[src/rtl/dkong_video_pkg.sv]
// Shared definitions for the dkong video slice: object-RAM geometry and the
// object DMA controller's state encoding.
package dkong_video_pkg;

    localparam int unsigned OBJ_RAM_AW = 10;
    localparam logic [9:0]  DKONG_OBJ_DMA_LEN = 10'h180;

    typedef enum logic [2:0] {
        DMA_IDLE,
        DMA_REQ,
        DMA_READ,
        DMA_LATCH,
        DMA_WRITE,
        DMA_RELEASE
    } dkong_obj_dma_state_e;

endpackage

[src/rtl/dkong_obj_dma.sv]
// Copies the CPU's sprite shadow table into object RAM once per vblank,
// holding the Z80 off the bus for the duration of the copy.
module dkong_obj_dma
    import dkong_video_pkg::*;
#(
    parameter logic [15:0] SRC_BASE = 16'h6900,
    parameter int unsigned XFER_LEN = DKONG_OBJ_DMA_LEN
) (
    input  logic                  clk,
    input  logic                  rst_n,
    input  logic                  dma_en,
    input  logic                  vblk,
    output logic                  busrq_n,
    input  logic                  busak_n,
    output logic [15:0]           src_addr,
    output logic                  src_rd,
    input  logic [7:0]            src_data,
    output logic [OBJ_RAM_AW-1:0] obj_addr,
    output logic [7:0]            obj_data,
    output logic                  obj_wrn,
    output logic                  obj_ena,
    input  logic                  vram_busy,
    output logic                  dma_busy,
    output logic                  overrun
);

    localparam logic [OBJ_RAM_AW-1:0] LAST_IDX = OBJ_RAM_AW'(XFER_LEN - 1);

    dkong_obj_dma_state_e  state_q;
    logic                  vblk_q;
    logic [OBJ_RAM_AW-1:0] idx_q;
    logic [OBJ_RAM_AW-1:0] idx_d;
    logic                  busrq_n_q;
    logic                  src_rd_q;
    logic [15:0]           src_addr_q;
    logic [7:0]            obj_data_q;
    logic                  dma_busy_q;
    logic                  overrun_q;

    logic trigger;
    logic wr_fire;

    assign trigger = vblk && !vblk_q && dma_en;
    assign idx_d   = idx_q + 1'b1;

    // The strobe is gated by vram_busy in the same clk so a byte lands the
    // instant the video block lets go, keeping the 3 clk/byte cadence.
    assign wr_fire = (state_q == DMA_WRITE) && !vram_busy;

    always_ff @(posedge clk or posedge rst_n) begin
        if (rst_n) begin
            state_q    <= DMA_IDLE;
            vblk_q     <= 1'b0;
            idx_q      <= '0;
            busrq_n_q  <= 1'b1;
            src_rd_q   <= 1'b0;
            src_addr_q <= '0;
            obj_data_q <= '0;
            dma_busy_q <= 1'b0;
            overrun_q  <= 1'b0;
        end else begin
            vblk_q    <= vblk;
            overrun_q <= trigger && (state_q != DMA_IDLE);
            src_rd_q  <= 1'b0;
            case (state_q)
                DMA_IDLE: begin
                    if (trigger) begin
                        idx_q      <= '0;
                        busrq_n_q  <= 1'b0;
                        dma_busy_q <= 1'b1;
                        state_q    <= DMA_REQ;
                    end
                end
                DMA_REQ: begin
                    if (!busak_n) begin
                        src_addr_q <= SRC_BASE + {6'd0, idx_q};
                        src_rd_q   <= 1'b1;
                        state_q    <= DMA_READ;
                    end
                end
                DMA_READ: begin
                    state_q <= DMA_LATCH;
                end
                DMA_LATCH: begin
                    obj_data_q <= src_data;
                    state_q    <= DMA_WRITE;
                end
                DMA_WRITE: begin
                    if (wr_fire) begin
                        if (idx_q == LAST_IDX) begin
                            busrq_n_q <= 1'b1;
                            state_q   <= DMA_RELEASE;
                        end else begin
                            idx_q      <= idx_d;
                            src_addr_q <= SRC_BASE + {6'd0, idx_d};
                            src_rd_q   <= 1'b1;
                            state_q    <= DMA_READ;
                        end
                    end
                end
                DMA_RELEASE: begin
                    if (busak_n) begin
                        dma_busy_q <= 1'b0;
                        state_q    <= DMA_IDLE;
                    end
                end
                default: begin
                    state_q <= DMA_IDLE;
                end
            endcase
        end
    end

    assign busrq_n  = busrq_n_q;
    assign src_rd   = src_rd_q;
    assign src_addr = src_addr_q;
    assign obj_addr = idx_q;
    assign obj_data = obj_data_q;
    assign obj_wrn  = !wr_fire;
    assign obj_ena  = wr_fire;
    assign dma_busy = dma_busy_q;
    assign overrun  = overrun_q;

endmodule

[config.mk]
export PLATFORM = sky130hd
export DESIGN_NAME = dkong_obj_dma
export DESIGN_NICKNAME = d
export VERILOG_FILES = /design/src/rtl/dkong_video_pkg.sv /design/src/rtl/dkong_obj_dma.sv
export SDC_FILE = /design/constraint.sdc
export NUM_CORES = 1
export LEC_CHECK = 0
export ABC_AREA = 1
export CORE_MARGIN = 3
export CORE_UTILIZATION = 41
export DETAILED_ROUTE_END_ITERATION = 6
export GPL_TIMING_DRIVEN = 0
export PLACE_DENSITY = 0.76
export SLEW_MARGIN = 30
export SYNTH_ARGS = -nofsm -noshare
export SYNTH_HDL_FRONTEND = slang
export SYNTH_SLANG_ARGS = --single-unit
[constraint.sdc]
create_clock -name clk -period 2 [get_ports clk]
set_input_delay 0.4 -clock clk [delete_from_list [all_inputs] [get_ports clk]]
set_output_delay 0.4 -clock clk [all_outputs]
set_load 0.03 [all_outputs]
# [Yosys cells after proc, flatten, opt, wreduce, memory -nomap -nowiden]
# Index checks and enable logic that the tools add are counted.
[totals] register_bits=42 out_inout_bits=40 word_cells=66
[classes] addsub=3 muxes=25 eq_ne=12 reduce_logical=17
[ops] cell="2-to-1 mux 16 bit" count=3
[ops] cell="adder 15 x 10 -> 16 bit (first input constant)" count=2
[ops] cell="one-hot mux 16 bit (2 select lines)" count=1
[ops] cell="2-to-1 mux 10 bit" count=3
[ops] cell="one-hot mux 10 bit (2 select lines)" count=1
[ops] cell="one-hot mux 3 bit (6 select lines)" count=1
[ops] cell="AND reduction 4 bit" count=4
[ops] cell="2-to-1 mux 3 bit" count=5
[ops] cell="adder 10 x 1 -> 10 bit (second input constant)" count=1
[ops] cell="equality test 10 x 9 -> 1 bit (second input constant)" count=1
[ops] cell="!= test 2 bit (second input constant)" count=5
[ops] cell="2-to-1 mux 1 bit" count=8
[ops] cell="equality test 3 x 2 -> 1 bit (second input constant)" count=2
[ops] cell="equality test 3 bit (second input constant)" count=2
[ops] cell="one-hot mux 1 bit (2 select lines)" count=3
[ops] cell="nonzero test 2 bit" count=3
[ops] cell="logical AND 1 bit" count=4
[ops] cell="equality test 3 x 1 -> 1 bit (second input constant)" count=1
[ops] cell="zero test 1 bit" count=3
[ops] cell="zero test 3 bit" count=1
[ops] cell="AND reduction 3 bit" count=1
[ops] cell="nonzero test 3 bit" count=1
[ops] cell="!= test 2 x 1 -> 1 bit (second input constant)" count=1

# [Logic depth before layout (Yosys ltp)]
# Gate-level depths: netlist of the first run.
[logic_depth] depth_word=5 mapped_depth=10

# [Worst setup path before layout of the first run]
# Ideal clock, no wire load.
[synth_timing] path_type="flip-flop to flip-flop" start="register idx_q[1], in the netlist obj_addr[1]" end="register src_addr_q[9], in the netlist src_addr[9]" path_buffers=0 slack_ns=0.171 stages_incl_launch_ff=10 t_arrival_ns=1.711 t_required_ns=1.882 setup_time_ns=0.118 path_cell_list="dfrtp_1 -> ha_1 -> nand2_2 -> nor2_1 -> nand3_1 -> nand3_1 -> nand2_1 -> ha_1 -> nand2_1 -> nand2_1"
[synth_via] elab_chain_len=5 word_cells_on_any_way=10
[synth_rtl] element="start: declaration" line="dkong_obj_dma.sv:31" text="logic [OBJ_RAM_AW-1:0] idx_q;"
[synth_rtl] element="start signal: assignment" line="dkong_obj_dma.sv:94" text="idx_q <= idx_d;"
[synth_rtl] element="adder 10 x 1 -> 10 bit" line="dkong_obj_dma.sv:44" text="assign idx_d = idx_q + 1'b1;"
[synth_rtl] element="adder 15 x 10 -> 16 bit" line="dkong_obj_dma.sv:95" text="src_addr_q <= SRC_BASE + {6'd0, idx_d};"
[synth_rtl] element="2-to-1 mux 16 bit" line="dkong_obj_dma.sv:90" text="if (idx_q == LAST_IDX) begin"
[synth_rtl] element="2-to-1 mux 16 bit" line="dkong_obj_dma.sv:89" text="if (wr_fire) begin"
[synth_rtl] element="one-hot mux 16 bit (2 select lines)" line="dkong_obj_dma.sv:65" text="case (state_q)"
[synth_rtl] element="end signal: assignment" line="dkong_obj_dma.sv:76" text="src_addr_q <= SRC_BASE + {6'd0, idx_q};"
[synth_rtl] element="end signal: assignment" line="dkong_obj_dma.sv:95"
[synth_rtl] element="end: declaration" line="dkong_obj_dma.sv:35" text="logic [15:0] src_addr_q;"
# Parallel ways exist; a longest one is shown, timed or not. The select of a mux whose other input is x is not followed.
# A chain may end at the register's enable or synchronous reset.

# [Final worst setup path of the first run]
[layout_timing] start="register busrq_n_q, in the netlist busrq_n" end="output port busrq_n"
[layout_lines] element="start: declaration" line="dkong_obj_dma.sv:33" text="logic busrq_n_q;"
[layout_lines] element="start signal: assignment" line="dkong_obj_dma.sv:55" text="busrq_n_q <= 1'b1;"
[layout_lines] element="start signal: assignment" line="dkong_obj_dma.sv:69" text="busrq_n_q <= 1'b0;"
[layout_lines] element="start signal: assignment" line="dkong_obj_dma.sv:91" text="busrq_n_q <= 1'b1;"
[layout_lines] element="end: declaration" line="dkong_obj_dma.sv:13" text="output logic busrq_n,"
# No word-level cell between the ends.

==> flow_summary_export.csv, run 1 <==
group,metric,value,unit
global_routing,grt_usage,0.162,
logic_synthesis,ys_seq_area_frac,0.477,
logic_synthesis,synth.distinct_cells,30,
floorplanning,die_h,75.8,um
global_routing,globalRouteOverflowTotal,0,
clock_tree,cts_max_path_buffers,2,
route,vias,1710,
setup_path,cp_data_required_time,1.60,ns
finish,n_antenna_cell,0,
sta,min_period,1.89,ns
sta,clock.fmax,528,MHz
sta,holdWs,0.418,ns
clock_tree,cts_made_buffers,5,
finish,drive_above_1_share,0.176,
clock_tree,insertion_delay,0.29,ns
floorplanning,core,4530,sq um
clock_tree,post_cts_buffers,0,
setup_path,worstSetupPathType,"register to primary output",
pwr,irDropWorstVdd,0.000831,V
sta,slew_viol_final,0,
floorplanning,rows,24,
setup_path,cp_max_fo,2,
setup_path,rrSetupSlack,0.20,ns
placement,hpwl,3.25,mm
route,drt-pass1-iter-count,6,
floorplanning,dieArea,5740,sq um
sta,setup_viol,0,
placement,placed_cell_area,2620,sq um
finish,final_cells,361,
sta,layout_setup_ws,0.108,ns
sta,skew,0.00270,ns
route,vias_per_cell,4.74,
hold_path,worstHoldPathType,"primary input to async pin",
sta,final.period_utilization,0.946,
clock_tree,path_clk_slew,0.07,ns
setup_path,critPathMaxStageDelay,0.66,ns
finish,final_core_util,0.595,
setup_path,worst-endpoint-arrival,1.49,ns
route,drc,0,
setup_path,cp_slowest_cell,"clkdlybuf4s50_1",
floorplanning,num_io_pins,54,
logic_synthesis,syn_avg_cell_area,8.49,sq um
placement,dp_cells,353,
logic_synthesis,synth_area,2000,sq um
finish,area_growth,35.3,%
placement,gp_congestion,0.846,
pwr,p_per_area,1050,nW/um^2
pwr,cellLeakagePower,1.28,nW
global_routing,grt_pass1_vias,1577,
logic_synthesis,synth_seq_cells,38,
sta,hold_viol_final,0,
job,maxCapViolations,0,
finish,final_common_cell,"nand2_1",
global_routing,grt_first_pass_wirelength,7.05,mm
setup_path,path_buf_inv,1,
setup_path,start_kind,"register",
setup_path,end_kind,"primary output",
route,ant_nets,0,
clock_tree,cts_tree,"done",
sta,rsz0062_at_grt,"no",
run_status,status,"finished, final reports clean",
finish,stdcell_area,2700,sq um
route,routed_wl,4.19,mm
placement,io_buffers,51,
finish,layout_common_cells,"nand2_1, clkdlybuf4s50_1, dfrtp_1",
floorplanning,start_util,0.440,
setup_path,path_cells,"clkdlybuf4s50_1",
global_routing,grt_antenna_before_repair,0,
global_routing,grt_max_degree,22,
finish,nets,312,
clock_tree,clock-root-buffer,"clkbuf_8",
clock_tree,cts-htree-levels,2,
placement,pre_cts_slack,-0.204,ns
clock_tree,postCtsHoldBufs,0,
logic_synthesis,netlist_instances,235,
clock_tree,cts.sinks,38,
logic_synthesis,yosysWarningCount,0,
route,wl_per_cell,11.6,um
route,drt_iter0_drc,74,
setup_path,cp_top_family,"buffers and inverters",
floorplanning,fp.dieW,75.8,um
-- through the flow --
stage          total power, mW  TNS [ns]
5_1_grt                   3.03         0
6_report                  2.84         0
3_3_place_gp              2.30     -3.42
3_5_place_dp              2.33    -0.320
4_1_cts                   2.89         0
2_1_floorplan             1.87         0
-- synthesized netlist by cell type, drive strengths merged --
cell type | count | area, sq um
a21oi | 2 | 10.0
a31oi | 1 | 6.26
buf | 9 | 82.6
clkinv | 1 | 8.76
conb | 1 | 3.75
dfrtp | 37 | 926
dfstp | 1 | 26.3
ha | 3 | 37.5
inv | 20 | 75.1
mux2 | 8 | 90.1
nand2 | 95 | 394
nand3 | 15 | 97.6
nand4 | 2 | 12.5
nor2 | 19 | 96.3
o21ai | 16 | 95.1
o21bai | 1 | 7.51
o22ai | 2 | 12.5
o31ai | 1 | 7.51
or2 | 1 | 6.26
-- state kept, by name, indices dropped and copies added (netlist names) --
name	flops
busrq_n	1
dma_busy	1
obj_addr	10
obj_data	8
overrun	1
src_addr	12
src_rd	1
state_q	3
vblk_q	1
-- final cells by class --
class / count / area (sq um)
multi-input combinational: 168 / 881
buffer: 9 / 82.6
tap: 65 / 81.3
inverter: 21 / 83.8
clock inverter: 1 / 5.00
timing repair buffer: 52 / 528
fill: 417 / 1830
clock buffer: 7 / 86.3
sequential: 38 / 952
-- final timing paths --
kind                             start          end  cells past startpoint
max in group asynchronous        rst_n  obj_addr[2]                      3
min in group clk           src_addr[1]  src_addr[1]                      2
hold / removal                   rst_n  obj_data[5]                      2
setup reg to reg           obj_addr[1]  src_addr[9]                      9
hold reg to reg            src_addr[1]  src_addr[1]                      2
setup / recovery               busrq_n      busrq_n                      1
-- where the power goes --
part / switching [mW] / internal (mW) / leakage, nW
clock network: 0.265 / 0.278 / 0.0482
registers: 0.104 / 0.938 / 0.490
logic: 0.727 / 0.531 / 0.741
total: 1.10 / 1.75 / 1.28
-- per-layer routing --
layer | track usage | vias up | wire length, um
met5 | 0 | - | 0
met4 | 0.0621 | 0 | 50
met3 | 0.0515 | 7 | 286
met2 | 0.273 | 56 | 2030
met1 | 0.191 | 792 | 1820
li1 | - | 855 | -
-- logic make-up (layout without fill, tap and decap cells) --
kind of cell	after synthesis	count (layout)	share of synthesized area
simple gates	132	132	0.304
flops	38	38	0.477
fa+ha+maj	3	3	0.0188
other cells	1	2	0.00188
buf+inv	30	90	0.0834
compound gates	23	23	0.0696
mux	8	8	0.0451
-- what timing repair did --
action / 4_1_cts / 5_1_grt
gates resized for setup: 4 / 2
setup endpoints to repair: 2 / 2
gates cloned: 0 / 0
hold endpoints to repair: 0 / 0
Power figures use the tool's default switching activity.
==> run 2, diff against run 1 <==
==> constraint.sdc (replaced) <==
create_clock -name clk -period 1.8 [get_ports clk]
set_input_delay 0.36 -clock clk [delete_from_list [all_inputs] [get_ports clk]]
set_output_delay 0.36 -clock clk [all_outputs]
set_load 0.03 [all_outputs]
==> run 2 against run 1 <==
Worst setup slack lost 0.065 ns. Clock-buffer cell count shrank 1. Global-route usage grew 1.1 points. First-iteration DRC count grew 5.4%. Clock skew grew 0.0029 ns. Via count grew 0.64%. Worst hold slack lost 0.066 ns. Critical path depth is the same. Combinational power grew 13%. Critical endpoint is now obj_addr[1].
==> flow_summary_export.csv, run 2 (synthesis results as in run 1) <==
group,metric,value,unit
setup_path,cp_max_fo,6,
hold_path,worstHoldPathType,"primary input to async pin",
pwr,irDropWorstVdd,0.000989,V
sta,slew_viol_final,0,
job,maxCapViolations,0,
pwr,cellLeakagePower,1.36,nW
finish,stdcell_area,2770,sq um
route,drc,0,
route,drt-pass1-iter-count,4,
clock_tree,path_clk_slew,0.08,ns
floorplanning,fp.dieW,75.8,um
sta,final.period_utilization,0.976,
route,drt_iter0_drc,78,
route,vias_per_cell,4.74,
global_routing,grt_first_pass_wirelength,7.51,mm
placement,io_buffers,51,
setup_path,cp_data_required_time,1.44,ns
sta,rsz0062_at_grt,"no",
floorplanning,rows,24,
floorplanning,core,4530,sq um
clock_tree,cts-htree-levels,2,
clock_tree,clock-root-buffer,"clkbuf_8",
setup_path,worst-path-stages,1,
global_routing,grt_max_degree,24,
sta,skew,0.00555,ns
finish,nets,314,
clock_tree,cts_made_buffers,5,
sta,layout_setup_ws,0.0430,ns
clock_tree,cts.sinks,38,
floorplanning,start_util,0.440,
pwr,p_per_area,1260,nW/um^2
global_routing,grt_antenna_before_repair,0,
finish,layout_common_cells,"nand2_1, clkdlybuf4s50_1, dfrtp_1",
finish,final_core_util,0.610,
run_status,status,"finished, final reports clean",
setup_path,worst-endpoint-arrival,1.40,ns
placement,gp_congestion,0.868,
pwr,report.power.total,3.49,mW
route,vias,1721,
setup_path,path_cells,"clkdlybuf4s50_1",
sta,setup_viol,0,
setup_path,worstSetupPathType,"register to primary output",
floorplanning,die_h,75.8,um
finish,n_antenna_cell,0,
placement,pre_cts_slack,-0.325,ns
finish,area_growth,38.7,%
setup_path,cp_top_family,"buffers and inverters",
global_routing,grt_usage,0.173,
route,routed_wl,4.43,mm
setup_path,end_kind,"primary output",
placement,placed_cell_area,2620,sq um
clock_tree,insertion_delay,0.30,ns
route,wl_per_cell,12.2,um
placement,dp_cells,353,
sta,holdWs,0.351,ns
setup_path,setup.worst_path.start,"obj_addr[1]",
clock_tree,cts_tree,"done",
setup_path,rrSetupSlack,0.11,ns
sta,tns,0,ns
setup_path,crit_end,"obj_addr[1]",
placement,hpwl,3.22,mm
finish,largest_reg_flops,12,
setup_path,path_buf_inv,1,
sta,clock.fmax,569,MHz
setup_path,r2r_cells,9,
sta,min_period,1.76,ns
floorplanning,num_io_pins,54,
sta,hold_viol_final,0,
floorplanning,dieArea,5740,sq um
setup_path,cp_slowest_cell,"clkdlybuf4s50_1",
clock_tree,cts_max_path_buffers,2,
setup_path,timing.rr.start,"obj_addr[1]",
global_routing,globalRouteOverflowTotal,0,
route,ant_nets,0,
setup_path,start_kind,"register",
setup_path,reg2reg_to,"src_addr[9]",
global_routing,grt_pass1_vias,1664,
setup_path,critPathMaxStageDelay,0.68,ns
finish,drive_above_1_share,0.191,
finish,final_cells,363,
finish,final_common_cell,"nand2_1",
-- run 2: cell type report --
| type | count | area [sq um] |
|---|---|---|
| inverter | 21 | 86.3 |
| clock buffer | 6 | 82.6 |
| multi-input combinational | 168 | 888 |
| buffer | 9 | 82.6 |
| sequential | 38 | 953 |
| clock inverter | 2 | 60.1 |
| fill | 388 | 1770 |
| tap | 65 | 81.3 |
| timing repair buffer | 54 | 533 |
-- run 2: timing repair --
item / CTS / global route
setup buffers: 2 / 0
setup endpoints to repair: 12 / 4
pin swaps: 0 / 1
endpoints found under the hold margin: 0 / 0
hold buffers: 0 / 0
resized for setup: 20 / 4
-- run 2: where the power goes --
part / leakage [nW] / switching [mW] / internal, mW
clock network: 0.0714 / 0.316 / 0.591
logic: 0.805 / 0.830 / 0.597
registers: 0.489 / 0.118 / 1.04
-- run 2: how the worst min path moves through the flow --
| stage | end | cells past startpoint |
|---|---|---|
| detailed placement | src_addr[1] | 2 |
| floorplan | vblk_q | 0 |
| finish | obj_data[4] | 2 |
| CTS | obj_data[6] | 2 |
| global route | obj_data[4] | 2 |
| global placement | src_addr[2] | 2 |
-- run 2: layer usage --
layer,routed length (um),track usage,vias to the layer above,part of all wire
met1,1980,0.215,805,0.45
met5,0,0,-,0
met3,279,0.0528,6,0.063
met2,2110,0.284,48,0.48
li1,-,-,862,-
met4,63,0.0583,0,0.014
==> run 3, diff against run 2 <==
==> constraint.sdc (replaced) <==
create_clock -name clk -period 1.8 [get_ports clk]
set_input_delay 0.36 -clock clk [delete_from_list [all_inputs] [get_ports clk]]
set_output_delay 0.36 -clock clk [all_outputs]
set_load 0.005 [all_outputs]
==> run 3 against run 2 <==
Combinational power shrank 23%. Critical path depth up 4. Via count is 0.35% lower. Global-route usage fell by 0.81 points. Worst hold slack improved by 0.029 ns. Largest cell class unchanged.
==> flow_summary_export.csv, run 3 (synthesis results as in run 1) <==
group,metric,value,unit
run_status,status,"finished, final reports clean",
sta,setup_viol,0,
setup_path,start_kind,"register",
sta,clock.fmax,589,MHz
finish,area_growth,37.1,%
route,drt-pass1-iter-count,4,
finish,n_antenna_cell,0,
sta,slew_viol_final,0,
placement,placed_cell_area,2620,sq um
setup_path,end_kind,"primary output",
route,drc,0,
finish,fillers,416,
finish,drive_above_1_share,0.185,
route,vias_per_cell,4.72,
job,maxCapViolations,0,
floorplanning,start_util,0.440,
sta,hold_viol_final,0,
sta,min_period,1.70,ns
floorplanning,num_io_pins,54,
clock_tree,cts_max_path_buffers,2,
clock_tree,cts_tree,"done",
sta,rsz0062_at_grt,"no",
setup_path,crit_top_cell,"nor2_4",
floorplanning,fp.dieW,75.8,um
setup_path,worst-endpoint-arrival,1.34,ns
pwr,cellLeakagePower,1.29,nW
route,ant_nets,0,
finish,final_common_cell,"nand2_1",
clock_tree,cts-htree-levels,2,
route,drt_iter0_drc,74,
global_routing,grt_max_degree,22,
setup_path,path_cells,"buf_6 > nor2_4 > nand2_4 > nor2_4 > dlygate4sd2_1",
sta,final.period_utilization,0.943,
setup_path,critPathMaxStageDelay,0.37,ns
route,routed_wl,4.20,mm
global_routing,grt_antenna_before_repair,0,
setup_path,worstSetupPathType,"register to primary output",
finish,largest_reg_flops,12,
placement,gp_congestion,0.846,
pwr,irDropWorstVdd,0.000823,V
setup_path,r2r_cells,9,
clock_tree,clock-root-buffer,"clkbuf_8",
placement,io_buffers,51,
placement,hpwl,3.25,mm
finish,layout_common_cells,"nand2_1, clkdlybuf4s50_1, dfrtp_1",
clock_tree,path_clk_slew,0.07,ns
finish,stdcell_area,2740,sq um
floorplanning,die_h,75.8,um
setup_path,cp_data_required_time,1.44,ns
finish,nets,314,
global_routing,grt_first_pass_wirelength,7.18,mm
hold_path,worstHoldPathType,"primary input to async pin",
clock_tree,insertion_delay,0.29,ns
global_routing,grt_pass1_vias,1597,
floorplanning,rows,24,
pwr,p_per_area,1040,nW/um^2
sta,layout_setup_ws,0.102,ns
setup_path,cp_max_fo,8,
sta,skew,0.00447,ns
route,wl_per_cell,11.6,um
floorplanning,core,4530,sq um
clock_tree,cts_made_buffers,5,
finish,final_core_util,0.603,
floorplanning,dieArea,5740,sq um
global_routing,globalRouteOverflowTotal,0,
global_routing,grt_usage,0.165,
placement,pre_cts_slack,-0.154,ns
clock_tree,cts.sinks,38,
setup_path,cp_slowest_cell,"dfrtp_1",
route,vias,1715,
## run 3: changes by cell type in the layout (fill, tap and decap cells not counted), sizes merged
cell	previous run	this run
clkbuf	6	7
inv	21	20
clkdlybuf4s50	38	48
dlymetal6s2s	1	0
dlygate4sd2	10	2
bufinv	2	0
clkinv	0	2
buf	14	12
clkdlybuf4s15	0	1
## run 3: final timing paths
check	startpoint	endpoint	slack (ns)
setup reg to reg	obj_addr[1]	src_addr[9]	0.15
max in group asynchronous	rst_n	obj_addr[1]	0.97
setup / recovery	state_q[0]	obj_ena	0.10
hold reg to reg	src_addr[1]	src_addr[1]	0.47
hold / removal	rst_n	obj_data[5]	0.38
min in group clk	src_addr[1]	src_addr[1]	0.47
## run 3: metal layers
| metal | track usage | share of wire | up-vias |
|---|---|---|---|
| met5 | 0 | 0 | - |
| met4 | 0.0583 | 0.014 | 0 |
| met3 | 0.0488 | 0.070 | 7 |
| met2 | 0.277 | 0.49 | 54 |
| met1 | 0.200 | 0.43 | 792 |
| li1 | - | - | 862 |
## run 3: final cells by class
type,instances,area [sq um],share of cell area
clock inverters,1,5.00,0.00183
repair buffers,55,558,0.204
flip-flops and latches,38,953,0.348
inverters,21,83.8,0.0306
plain buffers,8,75.1,0.0274
clock buffers,7,86.3,0.0316
well taps,65,81.3,0.0297
multi-input cells,168,893,0.326
## run 3: stage by stage
stage                     power [mW]  setup TNS (ns)  instances  hold WS (ns)
final                           2.86               0        363         0.380
after CTS                       2.91               0        364         0.389
after floorplan                 1.76               0        236         0.391
after detailed placement        2.26          -0.238        353         0.459
after global routing            3.07               0        363         0.415
after global placement          2.23           -9.24        352         0.454
## run 3: what timing repair did
| item | CTS | global route |
|---|---|---|
| pin swaps | 1 | 0 |
| hold buffers | 0 | 0 |
| gates resized for setup | 3 | 5 |
| buffers inserted | 3 | 0 |
| setup endpoints to repair | 2 | 3 |
## run 3: worst max-delay path: cells and delay by family (launching register included)
kind | cells | cell delay (ns)
buffers and inverters | 2 | 0.38
flip-flops | 1 | 0.37
AND/OR/NAND/NOR | 3 | 0.30
## run 3: power breakdown
part,internal [mW],switching (mW),total (mW)
Clock,0.309,0.295,0.604
Sequential,1.04,0.115,1.16
Combinational,0.606,0.489,1.10
